## src/rtl/branch_predictor_pkg.sv

```systemverilog
// Shared encodings for the dynamic branch predictor: 2-bit counter states,
// reset value and the counter value loaded when an entry is (re)allocated.
package bp_pkg;

    typedef logic [1:0] cnt_t;

    localparam cnt_t SNT = 2'b00;
    localparam cnt_t WNT = 2'b01;
    localparam cnt_t WT  = 2'b10;
    localparam cnt_t ST  = 2'b11;

    localparam cnt_t CNT_RST = WNT;

    // A freshly allocated entry starts weak in the direction just observed
    function automatic cnt_t cnt_alloc(input logic taken);
        return taken ? WT : WNT;
    endfunction

endpackage

```

## src/rtl/branch_predictor_if.sv

```systemverilog
// Fetch-side lookup, resolve-side training and perf-counter signals of the predictor.
// No handshake: lookup is combinational, training is qualified by upd_valid and wen.
interface branch_predictor_if #(
    parameter int PC_W   = 16,
    parameter int PERF_W = 16
);
    logic              wen;
    logic [PC_W-1:0]   PC_curr;
    logic              pred_taken;
    logic [PC_W-1:0]   pred_target;
    logic              hit;
    logic              upd_valid;
    logic [PC_W-1:0]   upd_PC;
    logic [PC_W-1:0]   upd_PC_next;
    logic              upd_taken;
    logic [PC_W-1:0]   upd_target;
    logic              upd_pred_taken;
    logic [PC_W-1:0]   upd_pred_target;
    logic              mispredict;
    logic [PC_W-1:0]   fix_PC;
    logic [PERF_W-1:0] br_count;
    logic [PERF_W-1:0] mispred_count;

    modport master (
        output wen, PC_curr, upd_valid, upd_PC, upd_PC_next, upd_taken,
               upd_target, upd_pred_taken, upd_pred_target,
        input  pred_taken, pred_target, hit, mispredict, fix_PC,
               br_count, mispred_count
    );

    modport slave (
        input  wen, PC_curr, upd_valid, upd_PC, upd_PC_next, upd_taken,
               upd_target, upd_pred_taken, upd_pred_target,
        output pred_taken, pred_target, hit, mispredict, fix_PC,
               br_count, mispred_count
    );

endinterface

```

## src/rtl/sat_counter2.sv

```systemverilog
// Next-state function of a 2-bit saturating branch counter; purely combinational.
module sat_counter2
    import bp_pkg::*;
(
    input  cnt_t cnt,
    input  logic taken,
    output cnt_t nxt
);

    always_comb begin
        nxt = cnt;
        if (taken) begin
            if (cnt != ST) nxt = cnt + 2'd1;
        end else begin
            if (cnt != SNT) nxt = cnt - 2'd1;
        end
    end

endmodule

```

## src/rtl/branch_predictor.sv

```systemverilog
// BTB + 2-bit BHT predictor: zero-cycle lookup from PC_curr, training at the next posedge.
// Stall (wen low) freezes all state; mispredict/fix_PC stay live so consumers can qualify them.
module branch_predictor
    import bp_pkg::*;
#(
    parameter int ENTRIES = 8,
    parameter int PC_W    = 16,
    parameter int PERF_W  = 16
) (
    input  logic              clk,
    input  logic              rst,
    branch_predictor_if.slave bus
);

    localparam int IDX_W = $clog2(ENTRIES);
    localparam int TAG_W = PC_W - IDX_W - 1;

    logic             valid_q  [ENTRIES];
    logic [TAG_W-1:0] tag_q    [ENTRIES];
    logic [PC_W-1:0]  target_q [ENTRIES];
    cnt_t             cnt_q    [ENTRIES];

    logic [IDX_W-1:0] lk_idx;
    logic [TAG_W-1:0] lk_tag;
    logic             lk_hit;
    logic             lk_taken;

    logic [IDX_W-1:0] up_idx;
    logic [TAG_W-1:0] up_tag;
    logic             up_hit;
    logic             update;
    cnt_t             cnt_nxt;

    logic             mispredict;
    logic [PERF_W-1:0] br_q;
    logic [PERF_W-1:0] mp_q;

    // Instructions are halfword aligned, so bit 0 never selects anything
    logic unused_pc_lsb;
    assign unused_pc_lsb = bus.PC_curr[0] ^ bus.upd_PC[0];

    assign lk_idx   = bus.PC_curr[IDX_W:1];
    assign lk_tag   = bus.PC_curr[PC_W-1:IDX_W+1];
    assign lk_hit   = valid_q[lk_idx] && (tag_q[lk_idx] == lk_tag);
    assign lk_taken = lk_hit && cnt_q[lk_idx][1];

    assign bus.hit         = lk_hit;
    assign bus.pred_taken  = lk_taken;
    assign bus.pred_target = lk_taken ? target_q[lk_idx] : '0;

    assign up_idx = bus.upd_PC[IDX_W:1];
    assign up_tag = bus.upd_PC[PC_W-1:IDX_W+1];
    assign up_hit = valid_q[up_idx] && (tag_q[up_idx] == up_tag);
    assign update = bus.upd_valid && bus.wen;

    sat_counter2 u_sat_counter2 (
        .cnt   (cnt_q[up_idx]),
        .taken (bus.upd_taken),
        .nxt   (cnt_nxt)
    );

    // Lookup reads the arrays directly, so a same-cycle update to the same
    // index is only visible from the next cycle on.
    always_ff @(posedge clk or posedge rst) begin
        if (rst) begin
            for (int i = 0; i < ENTRIES; i++) begin
                valid_q[i]  <= 1'b0;
                tag_q[i]    <= '0;
                target_q[i] <= '0;
                cnt_q[i]    <= CNT_RST;
            end
        end else if (update) begin
            valid_q[up_idx] <= 1'b1;
            if (up_hit) begin
                cnt_q[up_idx] <= cnt_nxt;
                if (bus.upd_taken) target_q[up_idx] <= bus.upd_target;
            end else begin
                tag_q[up_idx]    <= up_tag;
                target_q[up_idx] <= bus.upd_target;
                cnt_q[up_idx]    <= cnt_alloc(bus.upd_taken);
            end
        end
    end

    assign mispredict = bus.upd_valid &&
                        ((bus.upd_taken != bus.upd_pred_taken) ||
                         (bus.upd_taken && bus.upd_pred_taken &&
                          (bus.upd_target != bus.upd_pred_target)));

    assign bus.mispredict = mispredict;
    assign bus.fix_PC     = bus.upd_taken ? bus.upd_target : bus.upd_PC_next;

    always_ff @(posedge clk or posedge rst) begin
        if (rst) begin
            br_q <= '0;
            mp_q <= '0;
        end else if (update) begin
            if (br_q != '1) br_q <= br_q + PERF_W'(1);
            if (mispredict && (mp_q != '1)) mp_q <= mp_q + PERF_W'(1);
        end
    end

    assign bus.br_count      = br_q;
    assign bus.mispred_count = mp_q;

endmodule

```

## src/flat_wrapper.sv

```systemverilog
// flat-port wrapper written by rule: the top's interface ports become plain ports
module branch_predictor_flat import bp_pkg::*;
#(
    parameter int ENTRIES = 8,
    parameter int PC_W    = 16,
    parameter int PERF_W  = 16
)
  (clk, rst, bus_wen, bus_PC_curr, bus_upd_valid, bus_upd_PC, bus_upd_PC_next, bus_upd_taken, bus_upd_target, bus_upd_pred_taken, bus_upd_pred_target, bus_pred_taken, bus_pred_target, bus_hit, bus_mispredict, bus_fix_PC, bus_br_count, bus_mispred_count);
  branch_predictor_if #(.PC_W(PC_W), .PERF_W(PERF_W)) bus_i ();
  input  logic clk;
  input  logic rst;
  input wire logic [$bits(bus_i.wen)-1:0] bus_wen;
  input wire logic [$bits(bus_i.PC_curr)-1:0] bus_PC_curr;
  input wire logic [$bits(bus_i.upd_valid)-1:0] bus_upd_valid;
  input wire logic [$bits(bus_i.upd_PC)-1:0] bus_upd_PC;
  input wire logic [$bits(bus_i.upd_PC_next)-1:0] bus_upd_PC_next;
  input wire logic [$bits(bus_i.upd_taken)-1:0] bus_upd_taken;
  input wire logic [$bits(bus_i.upd_target)-1:0] bus_upd_target;
  input wire logic [$bits(bus_i.upd_pred_taken)-1:0] bus_upd_pred_taken;
  input wire logic [$bits(bus_i.upd_pred_target)-1:0] bus_upd_pred_target;
  output wire logic [$bits(bus_i.pred_taken)-1:0] bus_pred_taken;
  output wire logic [$bits(bus_i.pred_target)-1:0] bus_pred_target;
  output wire logic [$bits(bus_i.hit)-1:0] bus_hit;
  output wire logic [$bits(bus_i.mispredict)-1:0] bus_mispredict;
  output wire logic [$bits(bus_i.fix_PC)-1:0] bus_fix_PC;
  output wire logic [$bits(bus_i.br_count)-1:0] bus_br_count;
  output wire logic [$bits(bus_i.mispred_count)-1:0] bus_mispred_count;
  assign bus_i.wen = bus_wen;
  assign bus_i.PC_curr = bus_PC_curr;
  assign bus_i.upd_valid = bus_upd_valid;
  assign bus_i.upd_PC = bus_upd_PC;
  assign bus_i.upd_PC_next = bus_upd_PC_next;
  assign bus_i.upd_taken = bus_upd_taken;
  assign bus_i.upd_target = bus_upd_target;
  assign bus_i.upd_pred_taken = bus_upd_pred_taken;
  assign bus_i.upd_pred_target = bus_upd_pred_target;
  assign bus_pred_taken = bus_i.pred_taken;
  assign bus_pred_target = bus_i.pred_target;
  assign bus_hit = bus_i.hit;
  assign bus_mispredict = bus_i.mispredict;
  assign bus_fix_PC = bus_i.fix_PC;
  assign bus_br_count = bus_i.br_count;
  assign bus_mispred_count = bus_i.mispred_count;
  branch_predictor #(.ENTRIES(ENTRIES), .PC_W(PC_W), .PERF_W(PERF_W)) u_core (.clk(clk), .rst(rst), .bus(bus_i));
endmodule
```

## config.mk

```make
export PLATFORM = sky130hd
export DESIGN_NAME = branch_predictor_flat
export DESIGN_NICKNAME = d
export VERILOG_FILES = /design/src/rtl/branch_predictor_pkg.sv /design/src/rtl/branch_predictor_if.sv /design/src/rtl/sat_counter2.sv /design/src/rtl/branch_predictor.sv /design/src/flat_wrapper.sv
export SDC_FILE = /design/constraint.sdc
export NUM_CORES = 1
export LEC_CHECK = 0
export CAP_MARGIN = 20
export CORE_UTILIZATION = 52
export CTS_CLUSTER_DIAMETER = 60
export DETAILED_ROUTE_END_ITERATION = 12
export MAX_ROUTING_LAYER = met4
export PLACE_DENSITY = 0.84
export SYNTH_ARGS = -nofsm -noshare
export SYNTH_HDL_FRONTEND = slang
export SYNTH_HIERARCHICAL = 1
export SYNTH_SLANG_ARGS = --single-unit
```

## constraint.sdc

```tcl
create_clock -name clk -period 8.99 [get_ports clk]
set_clock_uncertainty 0.15 [all_clocks]
set_input_delay 0.899 -clock clk [delete_from_list [all_inputs] [get_ports clk]]
set_output_delay 0.899 -clock clk [all_outputs]
set_load 0.01 [all_outputs]
```

==> results of run 1 <==
[power groups by stage]
stage                     registers [mW]  logic [mW]  clock network (mW)
after global placement              1.74       0.810                   0
after CTS                           1.74       0.846                1.34
final                               1.75       0.841                1.33
after global routing                1.78       0.910                1.40
after detailed placement            1.76       0.839                   0
after floorplan                     1.71       0.618                   0
[flip-flops by register name, indices dropped and copies added (netlist names)]
name / count
u_core/bus.br_count: 16
u_core/bus.mispred_count: 16
u_core/cnt_q: 16
u_core/tag_q: 96
u_core/target_q: 128
u_core/valid_q: 8
[layout make-up]
class                           count  area [um2]  share of cell area
Multi-Input combinational cell    696        7190               0.412
Sequential cell                   280        7020               0.402
Timing Repair Buffer              166        1650              0.0948
Clock buffer                       39         846              0.0485
Tap cell                          378         473              0.0271
Clock inverter                     17         229              0.0131
Inverter                           10        45.0             0.00258
[Yosys cell counts, types with 4 or more instances]
| cell | number |
|---|---|
| dfstp_2 | 8 |
| mux2_1 | 72 |
| or2_2 | 6 |
| o22ai_1 | 15 |
| buf_2 | 21 |
| a22o_1 | 4 |
| nand2b_1 | 6 |
| a21oi_1 | 15 |
| o31ai_4 | 7 |
| inv_1 | 9 |
| buf_6 | 10 |
| dfrtp_1 | 272 |
| nor3_1 | 14 |
| mux2_2 | 180 |
| nor2_1 | 49 |
| buf_4 | 6 |
| mux2i_1 | 52 |
| nand3_1 | 17 |
| nand2_1 | 30 |
| o21ai_1 | 8 |
| clkbuf_1 | 25 |
| buf_1 | 24 |
| and4_1 | 4 |
| and3_1 | 8 |
| xor2_1 | 11 |
| xnor2_1 | 55 |
| mux4_2 | 75 |
| nor2b_1 | 5 |
| nor4_1 | 5 |
| nand4_1 | 14 |
[kinds of logic after synthesis]
| logic type | share of synthesized area |
|---|---|
| multiplexers | 0.344 |
| flip-flops | 0.478 |
| AND/OR/NAND/NOR | 0.0609 |
| buffers and inverters | 0.0330 |
| AO/OA/AOI/OAI | 0.0401 |
| XOR/XNOR | 0.0394 |
| adder cells (fa/ha/maj) | 0.00409 |
[critical path: cells and delay by family]
family,cells,cell delay [ns]
mux,2,0.80
buf+inv,3,1.54
xor+xnor,1,0.09
simple gates,4,1.64
[how the worst min path moves through the flow]
stage	startpoint	to	slack, ns
final	u_core/target_q[65]	u_core/target_q[65]	0.33
after global placement	u_core/target_q[70]	u_core/target_q[70]	0.31
after floorplan	u_core/valid_q[0]	u_core/valid_q[0]	0.30
after detailed placement	u_core/target_q[69]	u_core/target_q[69]	0.32
after global routing	u_core/target_q[69]	u_core/target_q[69]	0.35
after CTS	u_core/target_q[69]	u_core/target_q[69]	0.33
[placed cells by master (no fill, tap or decap), drive strengths merged, types with 15 or more instances in the layout]
| cell | instances |
|---|---|
| a21oi | 15 |
| buf | 22 |
| clkbuf | 39 |
| clkdlybuf4s50 | 144 |
| dfrtp | 272 |
| mux2 | 252 |
| mux2i | 52 |
| mux4 | 75 |
| nand2 | 30 |
| nand3 | 18 |
| nand4 | 15 |
| nor2 | 49 |
| nor3 | 15 |
| o22ai | 15 |
| xnor2 | 55 |
[stage by stage]
step	worst slack, ns	power [mW]	hold slack [ns]	cells	utilization
floorplan	0.232	2.32	0.296	1072	-
global placement	2.91	2.55	0.313	1526	0.587
detailed placement	2.83	2.60	0.320	1527	0.587
CTS	2.90	3.93	0.334	1583	0.626
global route	2.71	4.08	0.346	1586	0.628
finish	2.93	3.91	0.334	1586	0.628
[layer usage]
| layer | GRT usage | vias to the layer above | wire length (um) |
|---|---|---|---|
| li1 | - | 4202 | - |
| met1 | 0.331 | 5004 | 15000 |
| met2 | 0.421 | 311 | 17700 |
| met3 | 0.0344 | 72 | 1790 |
| met4 | 0.0866 | 0 | 1010 |
| met5 | - | - | 0 |
==> summary.md, run 1 <==
| Metric | Value |
|---|---|
| GRT Util Overall | 0.257 |
| Number of synthesized flops with an enable pin | 0 |
| TritonCTS clock tree | yes |
| Critical Path RT | 7.94 ns |
| Post-DRT Antenna Nets | 0 |
| Comb power frac | 0.215 |
| Worst skew pair latency | 0.56 ns |
| Reg-to-Reg End | u_core/target_q[47] |
| Crit start category | input pin |
| Slowest stage delay, CP | 0.79 ns |
| N_diodes | 0 |
| Hold Vio Cnt, Final | 0 |
| Status | finished, final reports clean |
| Drt total wl | 35,500 um |
| CP Capture Type | primary output |
| R2r setup slk | 4.63 ns |
| Register bit total from synthesis | 280 |
| Crit path DAT | 5.01 ns |
| Vias per cell | 6.05 |
| Iteration-0 DRC Markers | 774 |
| Vias | 9,589 |
| RSZ-0062 raised after global routing | no |
| Syn_area_per_cell | 13.7 um2 |
| Root Driver | clkbuf_16 |
| Clock power frac | 0.339 |
| Clock transition at the registers of the reported paths | 0.06 ns |
| Crit-path slowest cell | buf_4 |
| Setup CP Type | input pin to primary output |
| Routability cong. | 0.833 |
| Total CTS buffers | 30 |
| MaxCap Viol Count | 0 |
| Cells along the critical path | buf_4 > buf_4 > mux4_2 > mux2i_1 > xnor2_1 > nor4_1 > nand4_1 > or2_2 > nor2_1 > clkdlybuf4s50_1 |
| Pin slew with the least headroom to its limit | 1.16 ns |
| I/O Buffers | 150 |
| Top-level I/O count | 153 |
| GRT overflow | 0 |
| Fin crit share | 0.674 |
| Initial antenna violation count | 0 |
| WL/cell | 22.4 um |
| Fmax | 165 MHz |
| Net Sw Frac | 0.269 |
| Synth warnings | 6 |
| H-tree lvl count | 1 |
| Endpoints failing setup | 0 |
| Design Area, Final | 17,500 um2 |
| Critical path origin | bus_PC_curr[1] |
| Die height | 170 um |
| Die W | 170 um |
| Pwr Density | 224 nW/um2 |
| Share of cells above drive strength 1 | 0.302 |
| Pins Over Slew Limit | 0 |
| Placed wire-length estimate | 22,100 um |
| Hold Path Depth | 1 |
| Peak VDD IR | 171 uV |
| Hold/Removal Path Class | flop to flop |
| Seq/Total Area, Yosys | 0.478 |
| Synth top area cells | dfrtp_1 46%, mux2_2 14%, mux4_2 12%, mux2_1 5.5%, mux2i_1 3.5% |
| Pint | 2.86 mW |
| Library cells used by synthesis | 58 |
| Global-route wire length before repair | 55,700 um |
| Fillcell total | 2,115 |
| Rows | 61 |
| R2R depth | 7 |
| CTS Hold Bufs | 0 |
| Synth Flop Type | dfrtp_1 |
| DRT Pass-1 Iters | 5 |
| Gate Count Post-Synth | 1,072 |
| Die Area | 28,900 um2 |
| Post-synth top area cell | dfrtp_1 |
| Deepest clock path buffer count | 3 |
| Most used cell, CP | buf_4 |
| Crit path to | bus_pred_target[0] |
| Syn_nets | 1,161 |
| Drt drc | 0 |
| Proportion of netlist area held by the largest area contributor | 0.464 |
| Effective utilization at floorplan | 0.528 |
| Layout net count | 1,273 |
| Post-CTS setup buffers | 0 |
| Placement Cell Area | 16,300 um2 |
| Slew headroom | 0.229 |
| Gates resized, CTS repair | 0 |
| Synthesized cell area | 14,700 um2 |
| R2R Path Start | u_core/tag_q[91] |
| NetSw | 1.05 mW |
| Largest net degree at the start of global routing | 145 |
| Maximum fanout along the worst path | 55 |
| Vias in the first global route | 10,100 |
| Pleak | 7.27 nW |
| Area of the core | 27,800 um2 |
| Sequential fraction of design power | 0.446 |
| P&R area growth vs syn | 19.0% |
| Fin Setup TNS | 0 ns |
| Clock period minus worst slack | 6.06 ns |
| Synth async-reset ratio | 1.00 |
| Sink Count | 280 |
(Power assumes the default switching activity.)
==> run 2: changes to the inputs <==
--- a/config.mk
+++ b/config.mk
@@ -6,11 +6,11 @@
 export NUM_CORES = 1
 export LEC_CHECK = 0
 export CAP_MARGIN = 20
-export CORE_UTILIZATION = 52
+export CORE_UTILIZATION = 58
 export CTS_CLUSTER_DIAMETER = 60
 export DETAILED_ROUTE_END_ITERATION = 12
 export MAX_ROUTING_LAYER = met4
-export PLACE_DENSITY = 0.84
+export PLACE_DENSITY = 0.88
 export SYNTH_ARGS = -nofsm -noshare
 export SYNTH_HDL_FRONTEND = slang
 export SYNTH_HIERARCHICAL = 1
==> constraint.sdc (replaced) <==
create_clock -name clk -period 5.94 [get_ports clk]
set_clock_uncertainty 0.15 [all_clocks]
set_input_delay 0.594 -clock clk [delete_from_list [all_inputs] [get_ports clk]]
set_output_delay 0.594 -clock clk [all_outputs]
set_load 0.01 [all_outputs]
==> run 2 against run 1 <==
Effect of this change:
- utilization rose by 8.2 points
- via count up 3.4%
- final area decreased by 0.14%
==> summary.md, run 2 (synthesis gave the netlist of run 1 again) <==
| Metric | Value |
|---|---|
| Status | finished, final reports clean |
| Critical Path RT | 5.20 ns (-2.74 ns) |
| Clock transition at the registers of the reported paths | 0.06 ns (about the same) |
| CTS Hold Bufs | 0 (unchanged) |
| N_diodes | 0 (unchanged) |
| Fin crit share | 0.845 |
| Total CTS buffers | 30 (unchanged) |
| Slew headroom | 0.290 (+0.0615) |
| Comb power frac | 0.220 (+0.005) |
| Clock period minus worst slack | 5.02 ns |
| Number of flip-flops under the largest register name | 128 (unchanged) |
| R2r setup slk | 2.23 ns (-2.40 ns) |
| Iteration-0 DRC Markers | 698 (-9.8%) |
| Gates resized, CTS repair | 0 (unchanged) |
| Biggest register | u_core/target_q |
| Critical path origin | bus_PC_curr[1] |
| Fmax | 199 MHz |
| Maximum fanout along the worst path | 37 (-33%) |
| Pleak | 7.30 nW (+0.45%) |
| Layout net count | 1,292 (+1.5%) |
| Design Area, Final | 17,400 um2 (-0.14%) |
| Fillcell total | 1,631 (-23%) |
| Sink Count | 280 (unchanged) |
| Clock power frac | 0.330 (-0.009) |
| Drt total wl | 36,600 um (+3.2%) |
| Sequential fraction of design power | 0.450 (+0.004) |
| Pin slew with the least headroom to its limit | 1.06 ns (-0.100 ns) |
| Vias per cell | 6.39 (+5.8%) |
| Crit path to | bus_pred_target[0] |
| Pins Over Slew Limit | 0 (unchanged) |
| P&R area growth vs syn | 18.9% |
| Setup CP Type | input pin to primary output |
| Post-CTS setup buffers | 0 (unchanged) |
| Reg-to-Reg End | u_core/tag_q[59] |
| Endpoints failing setup | 0 (unchanged) |
| Pint | 4.31 mW (+51%) |
| Hold Vio Cnt, Final | 0 (unchanged) |
| Dpl cells | 1,494 (-2.2%) |
| Share of cells above drive strength 1 | 0.302 (-0.000358) |
| Rows | 57 (-6.6%) |
| Routability cong. | 0.925 (+11%) |
| Net Sw Frac | 0.271 (+0.00152) |
| Crit path DAT | 4.27 ns (-0.74 ns) |
| Deepest clock path buffer count | 3 (unchanged) |
| Peak VDD IR | 328 uV (+91%) |
| Final non-filler cell total | 1,550 (-2.3%) |
| Commonest non-fill, non-tap cells in the layout | 272 x dfrtp_1, 180 x mux2_2, 144 x clkdlybuf4s50_1, 75 x mux4_2, 72 x mux2_1 |
| MaxCap Viol Count | 0 (unchanged) |
| Total power | 5.91 mW (+51%) |
| Fin Setup TNS | 0 ns (unchanged) |
| Vias | 9,912 (+3.4%) |
| Vias in the first global route | 10,400 (+3.4%) |
| WL/cell | 23.6 um (+5.5%) |
| Die height | 161 um (-5.3%) |
| GRT Util Overall | 0.299 (+0.0415) |
| Effective utilization at floorplan | 0.598 (+0.0699) |
| R2R depth | 9 (+2) |
| Pwr Density | 339 nW/um2 (+51%) |
| RSZ-0062 raised after global routing | no |
| Post-DRT Antenna Nets | 0 (unchanged) |
| Die W | 161 um (-5.3%) |
| Top-level I/O count | 153 (unchanged) |
| Largest net degree at the start of global routing | 183 (+26%) |
| GRT overflow | 0 (unchanged) |
| H-tree lvl count | 1 (unchanged) |
| I/O Buffers | 150 (unchanged) |
| R2R Path Start | u_core/tag_q[71] |
| Drt drc | 0 (unchanged) |
| CP Capture Type | primary output |
| Crit start category | input pin |
| Die Area | 25,900 um2 (-10%) |
| Placement Cell Area | 16,400 um2 (+0.38%) |
| DRT Pass-1 Iters | 5 (unchanged) |
| NetSw | 1.60 mW (+52%) |
| Area of the core | 24,500 um2 (-12%) |
| Root Driver | clkbuf_16 |
| Placed wire-length estimate | 23,000 um (+4.3%) |
| Hold/Removal Path Class | input pin to asynchronous set/reset pin |
| Initial antenna violation count | 0 (unchanged) |
| Most common cell after layout, fill and taps aside | dfrtp_1 |
| Global-route wire length before repair | 58,000 um (+4.1%) |
| TritonCTS clock tree | yes |
| Worst skew pair latency | 0.55 ns (about the same) |
| Final core occ | 0.711 (+0.0822) |
| Top flop regs | u_core/target_q x128, u_core/tag_q x96 |
## run 2: changes by cell type in the layout (fill, tap and decap cells not counted)
cell      previous run  this run
clkinv_2             6         5
buf_16               2         1
clkinv_4             1         0
clkbuf_8             4         2
inv_6                2         0
buf_2                5         4
inv_8                1         0
clkbuf_1             4        10
buf_8                1         0
o21ai_2              7         0
buf_4               13        35
o21ai_1              1         8
## run 2: how the worst min path moves through the flow
stage | slack, ns | end | cells past startpoint
after global placement | 0.31 | u_core/target_q[71] | 1
final | 0.25 | u_core/bus.br_count[1] | 2
after CTS | 0.24 | u_core/bus.br_count[0] | 2
after floorplan | 0.30 | u_core/valid_q[0] | 1
after detailed placement | 0.32 | u_core/target_q[64] | 1
after global routing | 0.28 | u_core/bus.br_count[1] | 2
## run 2: metal layers
| layer | share of wire | vias to the layer above | global-route usage |
|---|---|---|---|
| met5 | 0 | - | - |
| met4 | 0.033 | 0 | 0.102 |
| met3 | 0.066 | 102 | 0.0431 |
| met2 | 0.50 | 429 | 0.489 |
| met1 | 0.40 | 5151 | 0.384 |
| li1 | - | 4230 | - |
## run 2: through the flow
stage | setup WS (ns) | hold slack, ns
final | 0.923 | 0.250
after CTS | 0.967 | 0.236
after floorplan | 1.50 | 0.296
after global placement | 1.09 | 0.312
after global routing | 0.839 | 0.279
after detailed placement | 0.990 | 0.324
## run 2: power groups by stage
stage	sequential, mW	clock [mW]	combinational, mW
floorplan	2.58	0	0.936
global placement	2.63	0	1.22
detailed placement	2.67	0	1.28
CTS	2.65	1.98	1.30
global route	2.71	2.05	1.40
finish	2.66	1.95	1.30
## run 2: worst max-delay path, cell delays in order
cell	delay [ns]
buf_4	0.38
buf_4	0.62
mux4_2	0.45
xnor2_1	0.19
nand3_1	0.09
o21ai_0	0.13
nand4_1	0.26
or2_2	0.59
nor2_1	0.32
clkdlybuf4s50_1	0.59
## run 2: final cells by class
cell class	count	area (um2)	share of cell area
Tap cell	324	405	0.0233
Sequential cell	280	7020	0.402
Timing Repair Buffer	185	1770	0.102
Multi-Input combinational cell	696	7170	0.411
Clock inverter	12	190	0.0109
Clock buffer	43	841	0.0482
Inverter	10	41.3	0.00237
